[src/rtl/car_cmd_uart_tx_pkg.sv]
// Shared definitions for the car command UART transmitter: frame layout and FSM encoding.
// Latency: n/a (constants and a combinational packing helper).
// Backpressure: n/a.
package car_cmd_uart_tx_pkg;

   // Header marks a byte as a command, so an all-zero byte on the line is treated as noise
   localparam logic [1:0] CMD_HDR = 2'b01;

   // Bit positions of the command frame fields
   localparam int HDR_MSB = 7;
   localparam int HDR_LSB = 6;
   localparam int PD_POS  = 5;
   localparam int PP_POS  = 4;
   localparam int M_MSB   = 3;
   localparam int M_LSB   = 0;

   typedef enum logic [1:0] {
      IDLE  = 2'd0,
      START = 2'd1,
      DATA  = 2'd2,
      STOP  = 2'd3
   } tx_state_t;

   function automatic logic [7:0] pack_cmd(input logic pd, input logic pp, input logic [3:0] m);
      logic [7:0] b;
      b = '0;
      b[HDR_MSB:HDR_LSB] = CMD_HDR;
      b[PD_POS]          = pd;
      b[PP_POS]          = pp;
      b[M_MSB:M_LSB]     = m;
      return b;
   endfunction

endpackage

[src/rtl/car_cmd_uart_tx_core.sv]
// 8N1 UART serializer: start bit, 8 data bits LSB first, one stop bit, BIT_CYCLES clocks each.
// Latency: start seen in IDLE at cycle N drives the start bit at N+1; frame lasts 10*BIT_CYCLES.
// Backpressure: start is only accepted while busy is low; done pulses in the last stop-bit cycle.
module uart_tx_core
   import car_cmd_uart_tx_pkg::*;
#(
   parameter int BIT_CYCLES = 10
) (
   input  logic       sys_clk,
   input  logic       rst_n,
   input  logic       start,
   input  logic [7:0] data,
   output logic       tx,
   output logic       busy,
   output logic       done
);

   localparam int            CW       = (BIT_CYCLES > 1) ? $clog2(BIT_CYCLES) : 1;
   localparam logic [CW-1:0] CNT_LAST = CW'(BIT_CYCLES - 1);

   tx_state_t     state;
   tx_state_t     state_nxt;
   logic [CW-1:0] bit_cnt;
   logic [2:0]    bit_idx;
   logic [7:0]    shreg;
   logic          bit_end;

   assign bit_end = (bit_cnt == CNT_LAST);

   // State register
   always_ff @(posedge sys_clk or negedge rst_n) begin
      if (!rst_n) state <= IDLE;
      else        state <= state_nxt;
   end

   // Next-state logic: each non-idle state lasts whole bit periods
   always_comb begin
      state_nxt = state;
      case (state)
         IDLE:    if (start) state_nxt = START;
         START:   if (bit_end) state_nxt = DATA;
         DATA:    if (bit_end && (bit_idx == 3'd7)) state_nxt = STOP;
         STOP:    if (bit_end) state_nxt = IDLE;
         default: state_nxt = IDLE;
      endcase
   end

   // Baud counter reloads at every bit boundary; shifter loads on start and shifts after each data bit
   always_ff @(posedge sys_clk or negedge rst_n) begin
      if (!rst_n) begin
         bit_cnt <= '0;
         bit_idx <= '0;
         shreg   <= '0;
      end else if (state == IDLE) begin
         bit_cnt <= '0;
         bit_idx <= '0;
         if (start) shreg <= data;
      end else if (bit_end) begin
         bit_cnt <= '0;
         if (state == DATA) begin
            shreg   <= {1'b0, shreg[7:1]};
            bit_idx <= bit_idx + 3'd1;
         end
      end else begin
         bit_cnt <= bit_cnt + 1'b1;
      end
   end

   // Outputs decoded from state so reset forces the line idle immediately
   always_comb begin
      tx   = 1'b1;
      busy = 1'b1;
      done = 1'b0;
      case (state)
         IDLE:    busy = 1'b0;
         START:   tx   = 1'b0;
         DATA:    tx   = shreg[0];
         STOP:    done = bit_end;
         default: busy = 1'b0;
      endcase
   end

endmodule

[src/rtl/car_cmd_uart_tx.sv]
// Sends one-byte car command frames on change, on pending barrier request, and on periodic refresh.
// Latency: trigger evaluated in IDLE at cycle N puts the start bit on tx at N+1.
// Backpressure: none upstream; inputs are levels/sticky flags re-evaluated each time the line is idle.
module car_cmd_uart_tx
   import car_cmd_uart_tx_pkg::*;
#(
   parameter int CLK_HZ         = 100_000_000,
   parameter int BAUD           = 9600,
   parameter int REFRESH_CYCLES = 1_000_000
) (
   input  logic sys_clk,
   input  logic rst_n,
   input  logic enable,
   input  logic turn_left,
   input  logic turn_right,
   input  logic move_forward,
   input  logic move_backward,
   input  logic place_barrier,
   input  logic destroy_barrier,
   output logic tx,
   output logic busy,
   output logic frame_sent
);

   localparam int            BIT_CYCLES  = CLK_HZ / BAUD;
   localparam int            RW          = $clog2(REFRESH_CYCLES + 1);
   localparam logic [RW-1:0] REFRESH_MAX = RW'(REFRESH_CYCLES);

   logic [3:0]    m;
   logic [3:0]    last_m;
   logic          pp;
   logic          pd;
   logic [RW-1:0] refresh_cnt;
   logic          trigger;
   logic          core_busy;
   logic [7:0]    frame_byte;

   // Motion nibble; contradictory pairs cancel, and an unpowered car commands stop
   always_comb begin
      m = '0;
      if (enable) begin
         m[0] = turn_left & ~turn_right;
         m[1] = turn_right & ~turn_left;
         m[2] = move_forward & ~move_backward;
         m[3] = move_backward & ~move_forward;
      end
   end

   assign trigger = !core_busy &&
                    ((m != last_m) || pp || pd || (enable && (refresh_cnt >= REFRESH_MAX)));

   assign frame_byte = pack_cmd(pd, pp, m);

   // Sticky barrier requests; a request arriving in the latch cycle survives for the next frame
   always_ff @(posedge sys_clk or negedge rst_n) begin
      if (!rst_n) begin
         pp <= 1'b0;
         pd <= 1'b0;
      end else if (!enable) begin
         pp <= 1'b0;
         pd <= 1'b0;
      end else begin
         if (place_barrier)     pp <= 1'b1;
         else if (trigger)      pp <= 1'b0;
         if (destroy_barrier)   pd <= 1'b1;
         else if (trigger)      pd <= 1'b0;
      end
   end

   // Remember the motion nibble of the last frame for change detection
   always_ff @(posedge sys_clk or negedge rst_n) begin
      if (!rst_n)       last_m <= '0;
      else if (trigger) last_m <= m;
   end

   // Refresh timer restarts at each frame start and saturates at its limit
   always_ff @(posedge sys_clk or negedge rst_n) begin
      if (!rst_n)                         refresh_cnt <= '0;
      else if (trigger)                   refresh_cnt <= '0;
      else if (refresh_cnt < REFRESH_MAX) refresh_cnt <= refresh_cnt + 1'b1;
   end

   uart_tx_core #(
      .BIT_CYCLES (BIT_CYCLES)
   ) u_core (
      .sys_clk (sys_clk),
      .rst_n   (rst_n),
      .start   (trigger),
      .data    (frame_byte),
      .tx      (tx),
      .busy    (core_busy),
      .done    (frame_sent)
   );

   assign busy = core_busy;

endmodule

[config.mk]
export PLATFORM = sky130hd
export DESIGN_NAME = car_cmd_uart_tx
export DESIGN_NICKNAME = d
export VERILOG_FILES = /design/src/rtl/car_cmd_uart_tx_pkg.sv /design/src/rtl/car_cmd_uart_tx_core.sv /design/src/rtl/car_cmd_uart_tx.sv
export SDC_FILE = /design/constraint.sdc
export NUM_CORES = 1
export LEC_CHECK = 0
export BUFFER_PORTS_ARGS = -buffer_cell sky130_fd_sc_hd__buf_2
export CAP_MARGIN = 20
export CELL_PAD_IN_SITES_DETAIL_PLACEMENT = 1
export CELL_PAD_IN_SITES_GLOBAL_PLACEMENT = 1
export CORE_MARGIN = 3
export CORE_UTILIZATION = 40
export DETAILED_ROUTE_END_ITERATION = 8
export PLACE_DENSITY_LB_ADDON = 0.1
export RECOVER_POWER = 50
export SETUP_SLACK_MARGIN = 0.15
export SLEW_MARGIN = 25
export SYNTH_ARGS = -nofsm -noshare
export SYNTH_HDL_FRONTEND = slang
export SYNTH_SLANG_ARGS = --single-unit
[constraint.sdc]
create_clock -name sys_clk -period 5.1 [get_ports sys_clk]
set_input_delay 1.02 -clock sys_clk [delete_from_list [all_inputs] [get_ports sys_clk]]
set_output_delay 1.02 -clock sys_clk [all_outputs]
set_load 0.03 [all_outputs]
==> impl_metrics.py, run 1 <==
metrics = {
    "routing": {
        "first_pass_iters": 4,
        "routed-wl-met2_um": 2710,
        "final_antenna_net_count": 0,
        "drt-met1-wl_um": 2667,
        "vias": 2025,
        "drc": 0,
        "wl_per_cell_um": 14.09,
        "vias_per_cell": 5.192,
        "wirelength_um": 5495,
        "met3_length_um": 97,
        "drt_iter0_drc": 63,
        "dr.max_layer_used": "met4",
    },
    "finish": {
        "nets": 311,
        "areaGrowthSynthToFinish_pct": 9.159,
        "antenna_cells": 0,
        "nFillCells": 807,
        "utilization": 0.4540,
        "layout-drive-gt1-share": 0.1463,
        "instances_no_fill": 390,
    },
    "global_route": {
        "track_usage": 0.1449,
        "antenna_found_initial": 0,
        "grt_pass1_vias": 2028,
        "overflow": 0,
        "grt_pass1_wl_um": 9756,
        "grt_max_degree": 53,
    },
    "synth": {
        "yosys_warnings": 0,
        "synthCells": 281,
        "synth-edff-count": 0,
        "synthArstFlopShare": 1.000,
        "ys_seq_area_frac": 0.4579,
        "synth-seq-cells": 52,
        "syn_area_per_cell_um2": 10.11,
        "synth_nets": 299,
        "syn_area_mm2": 0.002841,
        "ys_types": 47,
        "synth_top_flop_cell": "dfrtp_1",
    },
    "floorplan": {
        "die_area_mm2": 0.008151,
        "start_util": 0.4159,
        "die_h_um": 90.29,
        "core_area_mm2": 0.006832,
        "ios": 12,
        "rows": 30,
        "die_w_um": 90.29,
    },
    "setup_path": {
        "cp_slowest_cell": "clkbuf_1",
        "worstPathRequired_ns": 4.91,
        "worst-path-stages": 2,
        "worstSetupStartpoint": "rst_n",
        "max_stage_delay_ns": 1.95,
        "crit_type": "in -> async",
        "r2r-start": "refresh_cnt[6]",
        "cp_max_fo": 52,
        "crit_buf_inv": 2,
        "critPathLaunchType": "input port",
        "endpoint_kind": "asynchronous set/reset pin",
        "arrival_ns": 3.09,
        "crit_chain": "buf_2 -> clkbuf_1",
        "r2r_cells": 6,
        "r2r_slack_ns": 2.42,
        "reg2reg_to": "u_core.shreg[3]",
        "crit_family": "buffers and inverters",
    },
    "hold_path": {
        "min_from": "u_core.bit_cnt[0]",
        "worst_hold_path_type": "reg -> reg",
        "min_to": "u_core.bit_cnt[0]",
        "min_path_cells": 1,
    },
    "clock_tree": {
        "numCtsBuffers": 5,
        "cts.sinks": 52,
        "ctsResizeCount": 0,
        "holdBufCountCts": 0,
        "post_cts_buffers": 0,
        "cts_tree": "done",
        "clock-root-buffer": "clkbuf_8",
        "clk_latency_ns": 0.30,
        "clk_path_buf_depth": 2,
        "clk_pin_slew_worst_paths_ns": 0.09,
        "htree_num_levels": 2,
    },
    "sta": {
        "relSlewSlack": -0.8546,
        "final-hold-violation-count": 0,
        "fin_crit_ns": 3.275,
        "slew_violations": 53,
        "worstMarginPinSlew_ns": 2.782,
        "fin_crit_sh": 0.6422,
        "rsz0062_at_grt": "no",
        "fmax_mhz": 305.3,
        "finalClockSkew_ns": 0.01086,
        "final-setup-viol-count": 0,
        "fin_tns_setup_ns": 0,
    },
    "placed_design": {
        "dpl.hpwl_um": 3881,
        "dp.cells": 382,
        "portBuffers": 11,
        "gp_congestion": 0.7086,
    },
    "power_and_ir_drop": {
        "pwr_density_cell_mw_per_mm2": 244.2,
        "p_leak_nw": 1.404,
        "peakVddDrop_mv": 0.1360,
        "total_power_mw": 0.7573,
    },
    "run_status": {
        "status": "finished, violations left",
        "violations": "max-capacitance violations, max-slew violations",
    },
    "run": {
        "maxCapViolCount": 1,
    },
}
-- metrics by stage --
| step | hold WS (ns) | setup slack [ns] | cell area, µm² |
|---|---|---|---|
| final | 0.4597 | 1.825 | 3102 |
| after CTS | 0.4640 | 2.017 | 3099 |
| after floorplan | 0.4251 | 2.509 | 2841 |
| after detailed placement | 0.4507 | 1.914 | 2973 |
| after global routing | 0.4902 | 1.228 | 3102 |
| after global placement | 0.4454 | 1.964 | 2973 |
-- registers in the layout, indices dropped and copies added, names as in the netlist --
signal	cells
last_m	4
pd	1
pp	1
refresh_cnt	20
u_core.bit_cnt	14
u_core.bit_idx	3
u_core.shreg	7
u_core.state	2
-- Yosys cell counts (all sizes together) (3+ instances only) --
master | n | area (µm²)
clkbuf | 3 | 11.26
and2 | 4 | 25.02
and4 | 3 | 26.28
mux2i | 7 | 70.07
a21oi | 15 | 75.07
buf | 4 | 41.29
dfrtp | 52 | 1301
or3 | 8 | 50.05
xor2 | 13 | 113.9
nand4 | 7 | 43.79
inv | 15 | 56.30
nor2 | 45 | 244.0
nor3 | 7 | 46.30
ha | 9 | 112.6
o21ai | 9 | 45.04
nor2b | 3 | 18.77
a211oi | 7 | 67.57
and3 | 9 | 56.30
nand2 | 17 | 66.32
xnor2 | 12 | 105.1
nand3 | 9 | 45.04
-- cells by family after synthesis --
family,after synthesis,share of synthesized area
flip-flops,52,0.4579
adder cells (fa/ha/maj),9,0.03963
AO/OA/AOI/OAI,43,0.1057
AND/OR/NAND/NOR,122,0.2528
multiplexers,8,0.02862
XOR/XNOR,25,0.07706
buffers and inverters,22,0.03831
-- final cells by class --
class | count | area (µm²) | area share
clock buffers | 7 | 96.34 | 0.03106
clock inverters | 1 | 30.03 | 0.009681
inverters | 15 | 56.30 | 0.01815
multi-input cells | 207 | 1439 | 0.4639
flip-flops and latches | 52 | 1301 | 0.4195
well taps | 96 | 120.1 | 0.03873
repair buffers | 12 | 58.81 | 0.01896
-- layout by cell type (no fill, tap or decap), types with 2 or more instances in the layout --
cell type	count
inv_1	15
nor2_1	35
nand2_1	16
mux2i_1	7
and2_1	4
and4_1	3
nor2b_1	3
xor2_1	13
dfrtp_1	52
nor3_1	6
clkbuf_8	7
or3_1	8
and3_1	9
buf_2	11
o21ai_0	9
a21oi_1	15
nand3_1	9
xnor2_1	12
a211oi_1	4
a211oi_2	3
or4_1	2
nand4_1	7
nor2_4	10
a31o_2	2
ha_1	9
o22a_1	2
-- worst max-delay path by stage --
| stage | slack [ns] | to |
|---|---|---|
| floorplan | 2.51 | u_core.state[1] |
| global placement | 1.96 | u_core.shreg[2] |
| detailed placement | 1.91 | u_core.shreg[2] |
| CTS | 2.02 | frame_sent |
| global route | 1.23 | refresh_cnt[5] |
| finish | 1.82 | u_core.bit_cnt[8] |
-- per-layer routing --
layer | up-vias | track usage
met4 | 0 | 0.02679
met3 | 2 | 0.03000
li1 | 998 | -
met2 | 10 | 0.2421
met5 | - | 0
met1 | 1015 | 0.1966
-- power by group --
part	switching [mW]	internal (mW)
clock	0.134	0.173
sequential	0.00393	0.416
combinational	0.0196	0.00991
No activity file was read; power rests on OpenSTA's default activity.
==> run 2: changes to the inputs <==
==> constraint.sdc (replaced) <==
create_clock -name sys_clk -period 3.3 [get_ports sys_clk]
set_input_delay 0.66 -clock sys_clk [delete_from_list [all_inputs] [get_ports sys_clk]]
set_output_delay 0.66 -clock sys_clk [all_outputs]
set_load 0.03 [all_outputs]
==> run 2 against run 1 <==
- the run now ends clean
- clock-buffer cell count did not move
- power rose by 55%
- routed wire length rose by 2.5%
- core utilization rose by 0.13 points
- critical endpoint is now frame_sent
- largest cell class unchanged
- largest power group unchanged
==> impl_metrics.py, run 2 (synthesis results as in run 1) <==
metrics = {
    "clock_tree": {
        "cts.sinks": 52,
        "post_cts_buffers": 0,
        "clock-root-buffer": "clkbuf_8",
        "holdBufCountCts": 0,
        "cts_tree": "done",
        "htree_num_levels": 2,
        "numCtsBuffers": 5,
        "clk_path_buf_depth": 2,
        "clk_pin_slew_worst_paths_ns": 0.09,
        "clk_latency_ns": 0.30,
        "ctsResizeCount": 0,
    },
    "finish": {
        "layout_common_cells": "dfrtp_1 (52), nor2_1 (35), nand2_1 (16)",
        "antenna_cells": 0,
        "layout-drive-gt1-share": 0.1525,
        "nFillCells": 814,
        "regMostFlops": "refresh_cnt",
        "largest_register_ffs": 20,
        "layout_commonest_cell": "dfrtp_1",
        "nets": 312,
        "instances_no_fill": 391,
        "reg.largest.list": "refresh_cnt x20, u_core.bit_cnt x14, u_core.shreg x7",
        "areaGrowthSynthToFinish_pct": 9.467,
    },
    "sta": {
        "whs_ns": 0.4562,
        "final-hold-violation-count": 0,
        "fin_tns_setup_ns": 0,
        "fmax_mhz": 370.5,
        "finalClockSkew_ns": 0.006237,
        "slew_violations": 0,
        "relSlewSlack": 0.1318,
        "fin_crit_ns": 2.699,
        "fin_crit_sh": 0.8179,
        "worstMarginPinSlew_ns": 1.302,
        "final-setup-viol-count": 0,
        "rsz0062_at_grt": "no",
    },
    "placed_design": {
        "dp.cells": 383,
        "gp_congestion": 0.7213,
        "portBuffers": 11,
        "dpl.hpwl_um": 3800,
    },
    "floorplan": {
        "die_w_um": 90.29,
        "ios": 12,
        "start_util": 0.4159,
        "core_area_mm2": 0.006832,
        "die_area_mm2": 0.008151,
        "rows": 30,
        "die_h_um": 90.29,
    },
    "routing": {
        "vias_per_cell": 5.269,
        "drc": 0,
        "final_antenna_net_count": 0,
        "first_pass_iters": 4,
        "drt_iter0_drc": 66,
        "wl_per_cell_um": 14.40,
        "vias": 2060,
        "wirelength_um": 5630,
    },
    "hold_path": {
        "worst_hold_path_type": "reg -> reg",
    },
    "setup_path": {
        "cp_max_fo": 7,
        "crit_chain": "or4_1 -> nor4_4 -> and2_1 -> buf_2",
        "arrival_ns": 2.04,
        "crit_buf_inv": 1,
        "critPathLaunchType": "register",
        "cp_slowest_cell": "or4_1",
        "worstPathRequired_ns": 2.64,
        "crit_type": "reg -> out",
        "crit_family": "simple AND/OR/NAND/NOR gates",
        "r2r_slack_ns": 0.86,
        "endpoint_kind": "primary output",
        "max_stage_delay_ns": 0.58,
    },
    "global_route": {
        "grt_max_degree": 53,
        "antenna_found_initial": 0,
        "overflow": 0,
        "grt_pass1_wl_um": 10230,
        "grt_pass1_vias": 2147,
        "track_usage": 0.1499,
    },
    "power_and_ir_drop": {
        "pwr_density_cell_mw_per_mm2": 376.9,
        "total_power_mw": 1.172,
        "p_leak_nw": 1.413,
        "peakVddDrop_mv": 0.2026,
    },
    "run_status": {
        "status": "complete, no violations",
    },
    "run": {
        "maxCapViolCount": 0,
    },
}
## run 2: cell types whose count changed in the layout (fill, tap and decap cells not counted)
cell and change:
buf_4 +1, clkbuf_1 -1, clkbuf_2 +1
## run 2: final timing paths
check,start,end,cells past startpoint
worst min register to register,u_core.bit_cnt[0],u_core.bit_cnt[0],1
max in group asynchronous,rst_n,u_core.bit_cnt[1],2
min in group asynchronous,rst_n,last_m[1],2
worst max register to register,refresh_cnt[6],refresh_cnt[16],6
worst max-delay path,u_core.bit_cnt[10],frame_sent,4
worst min-delay path,u_core.bit_cnt[0],u_core.bit_cnt[0],1
## run 2: per-stage QoR
| step | worst slack [ns] | util | cell area (µm²) |
|---|---|---|---|
| final | 0.6009 | 0.4553 | 3110 |
| after detailed placement | 0.6946 | 0.4363 | 2980 |
| after global routing | 0.4669 | 0.4553 | 3110 |
| after floorplan | 1.069 | - | 2841 |
| after CTS | 0.5670 | 0.4548 | 3107 |
| after global placement | 0.7300 | 0.4363 | 2980 |
## run 2: worst reg2reg max path, delay by kind of cell (launching register included)
family                 cells  cell delay (ns)
buffers and inverters      1             0.31
AOI/OAI and AO/OA          4             1.09
DFF                        1             0.45
and+or+nand+nor            1             0.53
## run 2: where the power goes
| group | leakage (nW) | internal (mW) | switching, mW |
|---|---|---|---|
| Combinational | 0.661 | 0.0155 | 0.0306 |
| Sequential | 0.687 | 0.643 | 0.00578 |
| Clock | 0.0645 | 0.268 | 0.209 |
## run 2: layout make-up
type	instances	area, µm²	area share
clock inverters	1	30.03	0.009654
clock buffers	7	96.34	0.03097
well taps	96	120.1	0.03862
flip-flops and latches	52	1301	0.4183
repair buffers	13	67.56	0.02172
multi-input cells	207	1439	0.4626
inverters	15	56.30	0.01810
## run 2: metal layers
metal | part of all wire | global-route usage | up-vias
li1 | - | - | 1005
met4 | 0.0092 | 0.03444 | 0
met3 | 0.015 | 0.02500 | 5
met5 | 0 | 0 | -
met1 | 0.48 | 0.2000 | 1037
met2 | 0.50 | 0.2558 | 13
